`src/rtl/pattern_scan_ctrl_if.sv`:
```
// Word stream into the scan controller and the serial bit stream out of it.
interface pattern_scan_ctrl_if #(
    parameter int WORD_W = 8
);
    logic              word_valid;
    logic [WORD_W-1:0] word_data;
    logic              word_ready;
    logic              bit_out;
    logic              bit_valid;

    modport master (
        output word_valid, word_data,
        input  word_ready, bit_out, bit_valid
    );

    modport slave (
        input  word_valid, word_data,
        output word_ready, bit_out, bit_valid
    );
endinterface

```
`src/rtl/pattern_scan_ctrl.sv`:
```
// Serialises words MSB first, detects a programmable 1..PAT_W bit pattern
// (overlapping), counts matches and halts intake once the threshold is hit.
module pattern_scan_ctrl #(
    parameter int WORD_W = 8,
    parameter int PAT_W  = 5,
    parameter int CNT_W  = 8,
    localparam int LEN_W = $clog2(PAT_W + 1)
) (
    input  logic             clock,
    input  logic             reset_n,
    input  logic             cfg_we,
    input  logic [PAT_W-1:0] cfg_pattern,
    input  logic [LEN_W-1:0] cfg_len,
    input  logic [CNT_W-1:0] cfg_thresh,
    input  logic             enable,
    pattern_scan_ctrl_if.slave wif,
    output logic             match_pulse,
    output logic [CNT_W-1:0] match_count,
    output logic             irq,
    input  logic             irq_clr,
    output logic             busy
);
    localparam int BC_W = $clog2(WORD_W + 1);

    typedef enum logic [1:0] {S_IDLE, S_SHIFT, S_HALT} state_t;

    state_t             state, state_nx;
    logic [WORD_W-1:0]  sreg;
    logic [BC_W-1:0]    bidx;
    logic [PAT_W-1:0]   hist, hist_nx, mask;
    logic [LEN_W-1:0]   seen, seen_inc;
    logic [PAT_W-1:0]   pat_q;
    logic [LEN_W-1:0]   len_q;
    logic [CNT_W-1:0]   thr_q, cnt_inc;
    logic               in_bit, last_bit, match, thr_hit, ready_c, accept, cfg_load;

    assign in_bit   = (state == S_SHIFT);
    assign last_bit = in_bit && (bidx == BC_W'(WORD_W - 1));

    // Window = current bit (LSB) plus older history; pattern MSB is the oldest bit.
    assign hist_nx  = (hist << 1) | PAT_W'(sreg[WORD_W-1]);
    assign seen_inc = (seen == LEN_W'(PAT_W)) ? seen : seen + 1'b1;
    assign mask     = {PAT_W{1'b1}} >> (LEN_W'(PAT_W) - len_q);
    assign match    = in_bit && (seen_inc >= len_q) && (((hist_nx ^ pat_q) & mask) == '0);
    assign cnt_inc  = (&match_count) ? match_count : match_count + 1'b1;
    // A clear in the same cycle zeroes the count, so it cannot trip the threshold.
    assign thr_hit  = match && !irq_clr && (thr_q != '0) && (cnt_inc == thr_q);

    // Only take a new word in IDLE or on the final bit, never on an aborting bit.
    assign ready_c  = enable && ((state == S_IDLE) || (last_bit && !thr_hit));
    assign accept   = wif.word_valid && ready_c;
    assign cfg_load = (state == S_IDLE) && cfg_we;

    assign wif.word_ready = ready_c;
    assign wif.bit_out    = sreg[WORD_W-1];
    assign wif.bit_valid  = in_bit;
    assign busy           = (state != S_IDLE);

    // State register.
    always_ff @(posedge clock or negedge reset_n) begin
        if (!reset_n) state <= S_IDLE;
        else          state <= state_nx;
    end

    // Next-state: threshold abort beats word completion; irq_clr releases HALT.
    always_comb begin
        state_nx = state;
        case (state)
            S_IDLE:  if (accept) state_nx = S_SHIFT;
            S_SHIFT: begin
                if (thr_hit)       state_nx = S_HALT;
                else if (last_bit) state_nx = accept ? S_SHIFT : S_IDLE;
            end
            S_HALT:  if (irq_clr) state_nx = S_IDLE;
            default: state_nx = S_IDLE;
        endcase
    end

    // Shifter: load on accept, shift per bit; shifting out the last bit leaves it zero.
    always_ff @(posedge clock or negedge reset_n) begin
        if (!reset_n) begin
            sreg <= '0;
            bidx <= '0;
        end else if (accept) begin
            sreg <= wif.word_data;
            bidx <= '0;
        end else if (in_bit) begin
            sreg <= thr_hit ? '0 : (sreg << 1);
            bidx <= bidx + 1'b1;
        end
    end

    // Configuration, accepted only while idle; out-of-range lengths mean full width.
    always_ff @(posedge clock or negedge reset_n) begin
        if (!reset_n) begin
            pat_q <= '0;
            len_q <= LEN_W'(PAT_W);
            thr_q <= '0;
        end else if (cfg_load) begin
            pat_q <= cfg_pattern;
            len_q <= (cfg_len == '0 || cfg_len > LEN_W'(PAT_W)) ? LEN_W'(PAT_W) : cfg_len;
            thr_q <= cfg_thresh;
        end
    end

    // History, seen-count, match counter and irq; irq_clr dominates everything.
    always_ff @(posedge clock or negedge reset_n) begin
        if (!reset_n) begin
            hist        <= '0;
            seen        <= '0;
            match_count <= '0;
            match_pulse <= 1'b0;
            irq         <= 1'b0;
        end else begin
            match_pulse <= match && !irq_clr;
            if (irq_clr || cfg_load) begin
                hist        <= '0;
                seen        <= '0;
                match_count <= '0;
            end else if (in_bit) begin
                hist <= hist_nx;
                seen <= seen_inc;
                if (match) match_count <= cnt_inc;
            end
            if (irq_clr)      irq <= 1'b0;
            else if (thr_hit) irq <= 1'b1;
        end
    end
endmodule

```
`src/flat_wrapper.sv`:
```
// flat-port wrapper written by rule: the top's interface ports become plain ports
module pattern_scan_ctrl_flat 
#(
    parameter int WORD_W = 8,
    parameter int PAT_W  = 5,
    parameter int CNT_W  = 8,
    localparam int LEN_W = $clog2(PAT_W + 1)
)
  (clock, reset_n, cfg_we, cfg_pattern, cfg_len, cfg_thresh, enable, match_pulse, match_count, irq, irq_clr, busy, wif_word_valid, wif_word_data, wif_word_ready, wif_bit_out, wif_bit_valid);
  pattern_scan_ctrl_if #(.WORD_W(WORD_W)) wif_i ();
  input  logic clock;
  input  logic reset_n;
  input  logic cfg_we;
  input  logic [PAT_W-1:0] cfg_pattern;
  input  logic [LEN_W-1:0] cfg_len;
  input  logic [CNT_W-1:0] cfg_thresh;
  input  logic enable;
  output logic match_pulse;
  output logic [CNT_W-1:0] match_count;
  output logic irq;
  input  logic irq_clr;
  output logic busy;
  input wire logic [$bits(wif_i.word_valid)-1:0] wif_word_valid;
  input wire logic [$bits(wif_i.word_data)-1:0] wif_word_data;
  output wire logic [$bits(wif_i.word_ready)-1:0] wif_word_ready;
  output wire logic [$bits(wif_i.bit_out)-1:0] wif_bit_out;
  output wire logic [$bits(wif_i.bit_valid)-1:0] wif_bit_valid;
  assign wif_i.word_valid = wif_word_valid;
  assign wif_i.word_data = wif_word_data;
  assign wif_word_ready = wif_i.word_ready;
  assign wif_bit_out = wif_i.bit_out;
  assign wif_bit_valid = wif_i.bit_valid;
  pattern_scan_ctrl #(.WORD_W(WORD_W), .PAT_W(PAT_W), .CNT_W(CNT_W)) u_core (.clock(clock), .reset_n(reset_n), .cfg_we(cfg_we), .cfg_pattern(cfg_pattern), .cfg_len(cfg_len), .cfg_thresh(cfg_thresh), .enable(enable), .wif(wif_i), .match_pulse(match_pulse), .match_count(match_count), .irq(irq), .irq_clr(irq_clr), .busy(busy));
endmodule
```
`config.mk`:
```
export PLATFORM = sky130hd
export DESIGN_NAME = pattern_scan_ctrl_flat
export DESIGN_NICKNAME = d
export VERILOG_FILES = /design/src/rtl/pattern_scan_ctrl_if.sv /design/src/rtl/pattern_scan_ctrl.sv /design/src/flat_wrapper.sv
export SDC_FILE = /design/constraint.sdc
export NUM_CORES = 1
export LEC_CHECK = 0
export ABC_CLOCK_PERIOD_IN_PS = 5440
export BUFFER_PORTS_ARGS = -buffer_cell sky130_fd_sc_hd__buf_2
export CORE_ASPECT_RATIO = 1.2
export CORE_UTILIZATION = 30
export CTS_BUF_LIST = sky130_fd_sc_hd__clkbuf_4
export DETAILED_ROUTE_END_ITERATION = 8
export HOLD_SLACK_MARGIN = 0.03
export SYNTH_ARGS = -nofsm -noshare
export SYNTH_HDL_FRONTEND = slang
export SYNTH_SLANG_ARGS = --single-unit
```
`constraint.sdc`:
```
create_clock -name clock -period 5.44 [get_ports clock]
set_input_delay 0.544 -clock clock [delete_from_list [all_inputs] [get_ports clock]]
set_output_delay 0.544 -clock clock [all_outputs]
set_load 0.02 [all_outputs]
```
# Word-level counts from Yosys, hierarchy flattened
# Index checks and enable logic that the tools add are counted.
[word_totals] ff_bits=47 output_inout_bits=14 elab_cells=79
[classes] eq_ne=8 shift=1 order_cmp=2 n_reduce_logical=27 bitwise=3 muxes=23 addsub=4
[op_table] op="2-to-1 mux 8 bit" count=7
[op_table] op="2-to-1 mux 4 bit" count=4
[op_table] op="2-to-1 mux 3 bit" count=4
[op_table] op="logical AND 1 bit" count=10
[op_table] op="nonzero test 2 bit" count=5
[op_table] op="adder 8 x 1 -> 8 bit, second input constant" count=1
[op_table] op="equality test 8 bit" count=1
[op_table] op="2-to-1 mux 2 bit" count=4
[op_table] op="AND reduction 8 bit" count=1
[op_table] op="nonzero test 8 bit" count=1
[op_table] op="one-hot mux 2 bit (3 select lines)" count=1
[op_table] op="AND 5 bit" count=1
[op_table] op="zero test 5 bit" count=1
[op_table] op="OR 5 x 1 -> 5 bit" count=1
[op_table] op=">> shifter 5 x 3 -> 5 bit, first input constant" count=1
[op_table] op="XOR 5 bit" count=1
[op_table] op="adder 4 x 1 -> 4 bit, second input constant" count=1
[op_table] op="equality test 4 x 3 -> 1 bit, second input constant" count=1
[op_table] op="adder 3 x 1 -> 3 bit, second input constant" count=1
[op_table] op="equality test 3 bit, second input constant" count=1
[op_table] op=">= comparator 3 bit" count=1
[op_table] op="greater-than comparator 3 bit, second input constant" count=1
[op_table] op="zero test 3 bit" count=1
[op_table] op="logical OR 1 bit" count=3
[op_table] op="other kinds (11)" count=14

# Logic depth before layout (Yosys ltp)
[logic_depth] ltp_word=17 depth_mapped=14 mapped_depth_nobuf=13

# Worst setup path after synthesis
# OpenSTA, ideal clock, no wires.
[synth_timing] path_type="reg2out" startpoint="reg u_core.seen[1]" endpoint="out wif_word_ready" arrival_time_ns=2.504 path_stages_with_launch=13 required_ns=4.896 path_slack_ns=2.392 cell_sequence="dfrtp_1 inv_1 ha_1 nand2_1 xnor2_1 ha_1 nand2b_1 a21o_1 a21oi_1 nor4b_4 nand4_1 o31ai_2 a21boi_0"
[synth_between] elab_chain_len=12
[synth_lines] item="start, declared" line_no="pattern_scan_ctrl.sv:31" source="logic [LEN_W-1:0] seen, seen_inc;"
[synth_lines] item="start signal, assigned" line_no="pattern_scan_ctrl.sv:122" source="seen <= seen_inc;"
[synth_lines] item="adder 3 x 1 -> 3 bit or equality test 3 bit (tied branches)" line_no="pattern_scan_ctrl.sv:42" source="assign seen_inc = (seen == LEN_W'(PAT_W)) ? seen : seen + 1'b1;"
[synth_lines] item="2-to-1 mux 3 bit (*)" line_no="pattern_scan_ctrl.sv:42"
[synth_lines] item=">= comparator 3 bit (*)" line_no="pattern_scan_ctrl.sv:44" source="assign match = in_bit && (seen_inc >= len_q) && (((hist_nx ^ pat_q) & mask) == '0);"
[synth_lines] item="logical AND 1 bit (*) (2 in series)" line_no="pattern_scan_ctrl.sv:44"
[synth_lines] item="logical AND 1 bit (*) (3 in series)" line_no="pattern_scan_ctrl.sv:47" source="assign thr_hit = match && !irq_clr && (thr_q != '0) && (cnt_inc == thr_q);"
[synth_lines] item="zero test 1 bit (*)" line_no="pattern_scan_ctrl.sv:50" source="assign ready_c = enable && ((state == S_IDLE) || (last_bit && !thr_hit));"
[synth_lines] item="logical AND 1 bit (*)" line_no="pattern_scan_ctrl.sv:50"
[synth_lines] item="logical OR 1 bit (*)" line_no="pattern_scan_ctrl.sv:50"
[synth_lines] item="logical AND 1 bit (*)" line_no="pattern_scan_ctrl.sv:50"
[synth_lines] item="end, declared" line_no="flat_wrapper.sv:25" source="output wire logic [$bits(wif_i.word_ready)-1:0] wif_word_ready;"
# Every way passes the cells marked *; elsewhere a longest branch is shown, timed or not.

# Final worst setup path
# Same ends and word-level chain as after synthesis.

==> results.md <==
- Status: finished, final reports clean
- Final core occ: between 30% and 40%
- Slew @ Worst Pin: between 1 and 1.5 ns
- Die footprint: 9134 µm²
- Clk sinks: 47
- Final setup fails: 0
- Core ar.: ~8500 µm²
- Vias in the first global route: slightly above 2000
- Clock Pin Slew Worst Setup and Hold Paths: 0.16 ns
- # DRC: 0
- Area Growth Syn to Fin: 15.82%
- Post-synthesis sequential area ratio: between 40 and 50%
- Number of post-CTS setup repair buffers: 0
- Syn Inst Count: 273
- Setup TNS: 0 ns
- GP Congestion: 0.8548
- First-pass GRT wire length: around 9700 µm
- DR vias: a little over 2000
- Max cap viols: 0
- Min Tclk post-route: around 4.2 ns
- Total gr overflow: 0
- HPWL after DPL: around 4000 µm
- Cell variety after synth: 44
- HP Class: in2async
- GRT met2 Usage: 22.32%
- CP bufs+invs: 2
- Antenna-violating nets left: 0
- Part of the cycle the worst path needs: roughly three quarters
- Top delay family on crit path: simple AND/OR/NAND/NOR gates
- Gr usage total: 13.39%
- Crit path kind: reg2out
- F_max: ~0.24 GHz
- Final Hold Fails: 0
- CTS resizes: 0
- Crit-path max FO: 16
- Rel. slew slack: between 30% and 40%
- Synthesized area per cell: 9.620 µm²
- Worst path required time: around 4.9 ns
- Pin count of the biggest net entering global routing: 48
- Most used cell, CP: ha_1
- Die Y: 104.5 µm
- CP Launch Type: flop
- Syn nets: between 300 and 400
- CTS Buf Count: 5
- Nets: 351
- Power density over the cells: 464.7 nW/µm²
- GR peak layer: met2
- RSZ-0062 raised after global routing: no
- Synthesized area: 2626 µm²
- R2r endpoint: u_core.sreg[4]$_DFFE_PN0P_
- Reg2reg setup slack: 1.75 ns
- Met1 Resource Use GR: 17.39%
- Clk buf depth: 2
- VDD IR max: 0.2647 mV
- Async set or reset register ratio after synthesis: between 90% and 100%
- CP Capture Type: output pin
- Wire per inst: 13.16 µm
- Number of synthesis warnings: 0
- Via density: 4.782
- Worst R2R Start: u_core.seen[1]$_DFFE_PN0P_
- Post-Route WL: approximately 5700 µm
- Worst-path cell chain: inv_1, ha_1, nand2_1, xnor2_1, ha_1, nand2b_1, a21o_1, a21oi_1, nor4b_4, nand4_1, o31ai_2, a21boi_0, buf_2
- TritonCTS clock tree: done
- Crit path DAT: around 3.6 ns
- Slowest cell on crit path: nor4b_4
- Fin. max-slew vios: 0
- Starting Density: 30.83%
- Setup Skew: 0.02563 ns
- Hold-fix buffers at CTS: 0
- Met3 Track Usage GR: under 10%
- Clk Latency, worst-skew pair: 0.37 ns
- Worst path max stage delay: ~0.76 ns
- Root Driver: clkbuf_4
- H-tree depth: 2
- Leakage: between 1 and 1.5 nW
- Initial DRT Pass Iterations: 4
- Port Buffers: 43
- Reg2Reg Depth: 13
- IO Pins: 44
- Synth Flop Type: dfrtp_1
- Row count: 37
- Drt initial violations: 115
- # diodes: 0
- Share of cells above drive strength 1: 27.07%
- Seq cells post-synth: 47
- Initial antenna violation count: 0
- Post-synth EDFFs: 0
- Die span in x: 87.41 µm
-- kinds of logic after synthesis --
family                     synth area share (%)
muxes                                     11.10
adders and majority gates                 3.811
DFF                                       44.88
AOI/OAI and AO/OA                         12.67
and+or+nand+nor                           17.72
xor gates and xnor gates                  6.003
buffers and inverters                     3.811
-- worst reg2reg max path, stage by stage, from the launching register on --
cell and delay (ns):
dfrtp_1 0.44, inv_1 0.06, ha_1 0.15, nand2_1 0.11
xnor2_1 0.15, ha_1 0.27, nand2b_1 0.10, a21o_1 0.11
a21oi_1 0.10, nor4b_4 0.76, nand4_1 0.30, nor3_2 0.64
a21oi_1 0.08, mux2_2 0.29
-- registers in the layout (all words and copies together), names as in the netlist --
| signal | count |
|---|---|
| u_core.pat_q | 5 |
| u_core.match_count | 8 |
| u_core.state | 2 |
| u_core.thr_q | 8 |
| u_core.sreg | 8 |
| u_core.bidx | 4 |
| u_core.match_pulse | 1 |
| u_core.irq | 1 |
| u_core.hist | 4 |
| u_core.seen | 3 |
| u_core.len_q | 3 |
-- power by group --
part           total, mW  switching [mW]  internal [mW]
Sequential         0.575           0.106          0.469
Clock              0.267           0.118          0.149
Combinational      0.571           0.310          0.262
Total               1.41           0.534          0.880
-- metal layers --
layer / vias up / part of all wire [%]
met5: - / 0
met4: 0 / 2.0
met3: 8 / 3.2
met2: 50 / 50
met1: 991 / 45
li1: 1012 / -
-- synth_stat cells (all sizes together), types with 2 or more instances --
cell type | number | area share [%]
a21o | 3 | 0.86
a21oi | 32 | 6.4
a22o | 2 | 0.67
a31o | 2 | 0.67
and3 | 4 | 0.95
buf | 5 | 1.4
clkbuf | 6 | 0.86
dfrtp | 45 | 43
dfstp | 2 | 2.0
ha | 8 | 3.8
inv | 11 | 1.6
mux2 | 21 | 9.6
mux2i | 4 | 1.5
nand2 | 49 | 7.3
nand2b | 2 | 0.48
nand3 | 5 | 0.95
nand4 | 3 | 0.71
nor2 | 23 | 3.3
nor3 | 3 | 0.76
o21ai | 9 | 1.7
o21bai | 2 | 0.57
xnor2 | 4 | 1.3
xor2 | 14 | 4.7
-- metrics by stage --
stage	cell area, µm²	hold WS (ns)	power [mW]	setup WS (ns)	instances
final	3042	0.3335	1.414	1.279	431
after global routing	3042	0.3806	1.521	1.017	431
after CTS	3042	0.3788	1.428	1.274	431
after detailed placement	2937	0.4676	1.159	1.717	423
after global placement	2937	0.4693	1.142	1.839	423
after floorplan	2626	0.2484	1.014	2.392	273
-- cell type report --
cell class | count | area, µm²
Clock buffer | 6 | 45.04
Clock inverter | 2 | 60.06
Timing Repair Buffer | 44 | 222.7
Sequential cell | 47 | 1179
Inverter | 11 | 41.29
Multi-Input combinational cell | 204 | 1348
Tap cell | 117 | 146.4
Fill cell | 896 | 5477
-- cell usage in the layout, fill, tap and decap left out, types with 2 or more instances in the layout --
cell / Yosys / final
xor2_1: 14 / 14
nor2_1: 23 / 23
and3_1: 4 / 4
xnor2_1: 4 / 4
buf_2: 2 / 43
nand2b_1: 2 / 2
inv_1: 11 / 11
o21ai_0: 8 / 8
nand2_1: 48 / 48
a22o_1: 2 / 2
clkbuf_4: 0 / 6
dfstp_2: 2 / 2
o21bai_1: 2 / 2
mux2_2: 17 / 17
nand4_1: 3 / 3
mux2_4: 4 / 4
dfrtp_1: 45 / 45
ha_1: 8 / 8
a21oi_1: 30 / 30
a31o_2: 2 / 2
bufinv_16: 0 / 2
nor3_1: 2 / 2
a21o_1: 3 / 3
a21oi_2: 2 / 2
nand3_1: 5 / 5
mux2i_1: 4 / 4
-- worst max path at each step --
stage                               startpoint             end  slack (ns)  cells past startpoint
floorplan           u_core.seen[1]$_DFFE_PN0P_  wif_word_ready        2.39                     12
global placement    u_core.seen[1]$_DFFE_PN0P_  wif_word_ready        1.84                     13
detailed placement  u_core.seen[0]$_DFFE_PN0P_  wif_word_ready        1.72                     12
CTS                 u_core.seen[1]$_DFFE_PN0P_  wif_word_ready        1.27                     13
global route        u_core.seen[1]$_DFFE_PN0P_  wif_word_ready        1.02                     13
finish              u_core.seen[1]$_DFFE_PN0P_  wif_word_ready        1.28                     13
Power figures use the tool's default switching activity.
